$ cat config.mk
export PLATFORM = sky130hd
export DESIGN_NAME = max_pool_stream
export DESIGN_NICKNAME = d
export VERILOG_FILES = /design/src/rtl/max_pool_stream.sv
export SDC_FILE = /design/constraint.sdc
export NUM_CORES = 1
export LEC_CHECK = 0
export CORE_MARGIN = 5
export CORE_UTILIZATION = 52
export CTS_CLUSTER_DIAMETER = 80
export DETAILED_ROUTE_END_ITERATION = 8
export PLACE_DENSITY = 0.76
export SETUP_SLACK_MARGIN = 0.5
export SKIP_CTS_REPAIR_TIMING = 1
export SLEW_MARGIN = 10
export SYNTH_ARGS = -nofsm -noshare
export SYNTH_HDL_FRONTEND = slang
export SYNTH_SLANG_ARGS = --single-unit
$ cat constraint.sdc
create_clock -name clk -period 3.9 [get_ports clk]
set_input_delay 0.78 -clock clk [delete_from_list [all_inputs] [get_ports clk]]
set_output_delay 0.78 -clock clk [all_outputs]
set_load 0.02 [all_outputs]
$ cat src/rtl/max_pool_stream.sv
// Streaming 2x2 / stride-2 max pooling over raster-ordered kernel images.
// One pooled value per window; pooling_done releases the upstream buffer.
module max_pool_stream #(
    parameter int BitSize    = 32,
    parameter int ImageWidth = 4,
    parameter int NumberOfK  = 4,
    localparam int KW = (NumberOfK > 1) ? $clog2(NumberOfK) : 1
) (
    input  logic               clk,
    input  logic               res,
    input  logic               in_valid,
    input  logic [BitSize-1:0] in_data,
    output logic               out_valid,
    output logic [BitSize-1:0] out_data,
    output logic [KW-1:0]      out_kernel,
    output logic               out_last,
    output logic               pooling_done,
    output logic               overrun
);

    localparam int CW   = $clog2(ImageWidth);
    localparam int HALF = ImageWidth / 2;
    localparam int HW   = (HALF > 1) ? $clog2(HALF) : 1;

    typedef enum logic {FILL, FLUSH} state_e;

    state_e             state_q, state_d;
    logic [CW-1:0]      col_q, col_d;
    logic [CW-1:0]      row_q, row_d;
    logic [KW-1:0]      kernel_q, kernel_d;
    logic [BitSize-1:0] hold_q, hold_d;
    logic [BitSize-1:0] lb_q [HALF];
    logic [BitSize-1:0] lb_d [HALF];
    logic               out_valid_q, out_valid_d;
    logic [BitSize-1:0] out_data_q, out_data_d;
    logic [KW-1:0]      out_kernel_q, out_kernel_d;
    logic               out_last_q, out_last_d;
    logic               done_q, done_d;
    logic               overrun_q, overrun_d;
    logic [HW-1:0]      hidx;

    function automatic logic [BitSize-1:0] smax(
        input logic [BitSize-1:0] a,
        input logic [BitSize-1:0] b
    );
        return ($signed(a) > $signed(b)) ? a : b;
    endfunction

    assign hidx = HW'(col_q >> 1);

    always_comb begin
        state_d      = state_q;
        col_d        = col_q;
        row_d        = row_q;
        kernel_d     = kernel_q;
        hold_d       = hold_q;
        lb_d         = lb_q;
        out_valid_d  = 1'b0;
        out_data_d   = out_data_q;
        out_kernel_d = out_kernel_q;
        out_last_d   = 1'b0;
        done_d       = 1'b0;
        overrun_d    = overrun_q;
        unique case (state_q)
            FILL: begin
                if (in_valid) begin
                    if (!col_q[0]) begin
                        hold_d = in_data;
                    end else if (!row_q[0]) begin
                        lb_d[hidx] = smax(hold_q, in_data);
                    end else begin
                        out_data_d   = smax(smax(hold_q, in_data), lb_q[hidx]);
                        out_valid_d  = 1'b1;
                        out_kernel_d = kernel_q;
                    end
                    if (col_q == CW'(ImageWidth - 1)) begin
                        col_d = '0;
                        if (row_q == CW'(ImageWidth - 1)) begin
                            // Last pixel: the final window and done leave together.
                            row_d      = '0;
                            state_d    = FLUSH;
                            done_d     = 1'b1;
                            out_last_d = (kernel_q == KW'(NumberOfK - 1));
                        end else begin
                            row_d = row_q + CW'(1);
                        end
                    end else begin
                        col_d = col_q + CW'(1);
                    end
                end
            end
            FLUSH: begin
                state_d = FILL;
                if (kernel_q == KW'(NumberOfK - 1)) begin
                    kernel_d = '0;
                end else begin
                    kernel_d = kernel_q + KW'(1);
                end
                if (in_valid) begin
                    overrun_d = 1'b1;
                end
            end
            default: state_d = FILL;
        endcase
    end

    always_ff @(posedge clk or posedge res) begin
        if (res) begin
            state_q      <= FILL;
            col_q        <= '0;
            row_q        <= '0;
            kernel_q     <= '0;
            hold_q       <= '0;
            out_valid_q  <= 1'b0;
            out_data_q   <= '0;
            out_kernel_q <= '0;
            out_last_q   <= 1'b0;
            done_q       <= 1'b0;
            overrun_q    <= 1'b0;
        end else begin
            state_q      <= state_d;
            col_q        <= col_d;
            row_q        <= row_d;
            kernel_q     <= kernel_d;
            hold_q       <= hold_d;
            out_valid_q  <= out_valid_d;
            out_data_q   <= out_data_d;
            out_kernel_q <= out_kernel_d;
            out_last_q   <= out_last_d;
            done_q       <= done_d;
            overrun_q    <= overrun_d;
        end
    end

    // Every entry is rewritten on an even row before it is read.
    always_ff @(posedge clk) begin
        lb_q <= lb_d;
    end

    assign out_valid    = out_valid_q;
    assign out_data     = out_data_q;
    assign out_kernel   = out_kernel_q;
    assign out_last     = out_last_q;
    assign pooling_done = done_q;
    assign overrun      = overrun_q;

endmodule

==> results.yml <==
placed_design:
  gpl.final_weighted_congestion: 0.837
  dp_hpwl_um: 14400
  io_buffers: 72
  placed_cells: 1041
  dpl-instance-area_mm2: 0.00997
clock_network:
  clk_pin_slew_ns: 0.06
  cts_sinks: 140
  tritoncts: "yes"
  clk_path_buf_depth: 2
  cts_buffers: 17
  htree_levels: 4
  clock_latency_ns: 0.44
  clockRootBuffer: "clkbuf_16"
power_and_ir_drop:
  seq_power_share_pct: 21.9
  powerDensity_mw_per_mm2: 1060
  p_comb_share_pct: 64.6
  power_w: 0.0121
  p_clk_share_pct: 13.5
  p_sw_share_pct: 41.2
  ir_drop_v: 0.000463
  intPower_w: 0.00714
  power_switching_w: 0.00500
  p_leak_nw: 5.16
final_layout:
  nets: 1015
  mostFrequentLayoutCell: "buf_4"
  instances_no_fill: 1110
  final_cell_mix: "buf_4, dfrtp_1, edfxtp_1, nand2_1, clkdlybuf4s50_1"
  fin_area_mm2: 0.0115
  synthToLayoutAreaGrowth_pct: 49.5
  antenna_cells: 0
  drive_above_1_share_pct: 46.9
drt:
  avgRoutedWirePerCell_um: 23.1
  vias: 6651
  drc: 0
  drt_iter0_markers: 646
  dr.pass1.iters: 6
  final_antenna_net_count: 0
  wl_um: 25600
  viasPerCell: 5.99
yosys:
  synth_area_leaders: "edfxtp_1, dfrtp_1, ha_1"
  yosysSeqAreaShare_pct: 49.7
  ys_seq_elements: 140
  synth_nets: 760
  yosysWarnings: 0
  synth_top_area_cell: "edfxtp_1"
  synth_area_mm2: 0.00769
  syn_avg_cell_area_um2: 11.7
  yosysUniqueCellTypes: 43
  yosys.area.top_type_share_pct: 25.0
  syn_inst: 658
timing:
  fin_skew_ns: 0.0125
  worst_pin_slew_ns: 0.844
  worst_hold_slack_ns: 0.475
  setup_violations: 32
  post-route-min-period_ns: 5.05
  tns_ns: -35.53
  fmax_mhz: 198
  min_period_over_period_pct: 130
  slew_violations: 0
  timing.final.ws_setup_ns: -1.15
  rsz0062_at_grt: "true"
  hold_viol: 0
  slew-limit-headroom_pct: 43.7
critical_path:
  crit_required_ns: 4.24
  critPathKind: "primary input to flop"
  critical_path.startpoint: "in_data[31]"
  cp-start-kind: "primary input"
  worstSetupEndpointType: "flop"
  worstPathArrival_ns: 5.39
  crit_fanout: 8
  regToRegStartpoint: "hold_q[14]$_DFFE_PP0P_"
grt:
  antenna_found_initial: 0
  grtUsageMet3_pct: 4.82
  grt_pass1_vias: 6517
  gr-usage-met1_pct: 30.4
  grt_overflow: 0
  grt_util_met2_pct: 38.6
  grt_pass1_wl_um: 32500
  track_usage_pct: 23.3
  grt_start_max_net_pins: 38
  top_usage_layer: "met2"
worst_hold_path:
  hp-start: "out_kernel[1]$_DFFE_PP0P_"
  min_path_type: "flop to flop"
floorplanning:
  die_h_um: 132
  fp.dieW_um: 132
  io_pins: 73
  row_count: 44
  core-area_mm2: 0.0145
  start_util_pct: 52.9
  fp.dieArea_mm2: 0.0173
run:
  cap_violations: 0
outcome:
  violations: "negative setup slack"
  status: "complete, but fails checks"
[layout make-up]
cell class,count,area (um^2)
well taps,184,230
flip-flops and latches,140,3820
clock inverters,14,146
multi-input cells,422,4270
clock buffers,18,439
inverters,67,272
repair buffers,265,2310
fillers,776,3040
[flip-flops by register name, indices dropped and copies added (netlist names)]
name / count
out_valid: 1
overrun: 1
col_q: 2
out_kernel: 2
hold_q: 32
lb_q: 64
kernel_q: 2
out_last: 1
out_data: 32
pooling_done: 1
row_q: 2
[logic make-up after synthesis]
| family | after synthesis | share of synthesized area (%) |
|---|---|---|
| muxes | 100 | 13.6 |
| buffers and inverters | 96 | 5.76 |
| DFF | 140 | 49.7 |
| and+or+nand+nor | 136 | 8.33 |
| AOI/OAI and AO/OA | 119 | 11.7 |
| adders and majority gates | 67 | 10.9 |
[Yosys cell counts]
library cell	count
nand2b_1	3
edfxtp_1	64
or3_1	4
buf_8	1
buf_1	3
nor2_1	38
and3_1	1
nor4_4	1
a2111oi_0	1
mux2_2	37
a211oi_2	1
o21a_1	1
nand2_1	53
a221o_1	1
nor3b_1	1
nand4b_1	1
dfrtp_1	76
nand3_1	8
buf_6	3
nor3b_2	1
o41ai_1	1
a21oi_1	28
nand4_1	15
and2_1	1
a221oi_1	2
nor2b_1	4
a31o_2	1
o211ai_2	31
clkbuf_1	19
o211ai_1	5
o31a_1	1
o21ai_0	39
ha_1	67
a21o_1	4
nor4_1	1
mux2i_1	63
a2bb2oi_1	1
a21boi_0	1
inv_1	67
o21bai_1	1
nand4_2	1
buf_12	3
nor3_1	3
[final timing paths]
check / slack, ns / endpoint / cells after the start
setup reg to reg: -1.15 / out_data[17]$_DFFE_PP0P_ / 18
hold reg to reg: 0.48 / out_kernel[1]$_DFFE_PP0P_ / 2
min in group asynchronous: 0.83 / hold_q[25]$_DFFE_PP0P_ / 2
setup / recovery: -1.15 / out_data[17]$_DFFE_PP0P_ / 22
max in group asynchronous: 2.16 / hold_q[7]$_DFFE_PP0P_ / 3
hold / removal: 0.48 / out_kernel[1]$_DFFE_PP0P_ / 2
[routing by layer]
| metal | vias to the layer above | part of all wire, % |
|---|---|---|
| li1 | 2881 | - |
| met1 | 3316 | 39 |
| met5 | - | 0 |
| met3 | 92 | 6.2 |
| met4 | 0 | 4.5 |
| met2 | 362 | 50 |
[power by group through the flow]
| stage | registers [W] | logic, W | clock network, W |
|---|---|---|---|
| CTS | 0.00259 | 0.00594 | 0.00162 |
| floorplan | 0.00271 | 0.00306 | 0 |
| global placement | 0.00258 | 0.00562 | 0 |
| detailed placement | 0.00261 | 0.00587 | 0 |
| global route | 0.00270 | 0.00822 | 0.00171 |
| finish | 0.00266 | 0.00784 | 0.00164 |
[stage by stage]
stage	utilization (%)	worst slack [ns]
2_1_floorplan	-	-0.623
3_3_place_gp	68.6	-1.76
3_5_place_dp	68.6	-1.97
4_1_cts	72.6	-1.57
5_1_grt	79.1	-1.25
6_report	79.1	-1.15
[worst max-delay path, stage by stage]
cell	delay [ns]
buf_2	0.10
inv_2	0.04
ha_4	0.29
nand4_1	0.19
buf_4	0.21
nor2_1	0.15
a2bb2oi_2	0.11
buf_4	0.15
a31o_4	0.25
o211ai_4	0.11
buf_12	0.19
buf_4	0.15
mux2i_2	0.26
inv_2	0.09
ha_4	0.28
nand4_1	0.34
nor4_4	0.47
nor3b_4	0.29
a211oi_4	0.07
or3_4	0.47
buf_8	0.18
o211ai_1	0.19
Note: power is estimated with default switching activity, not from simulation.
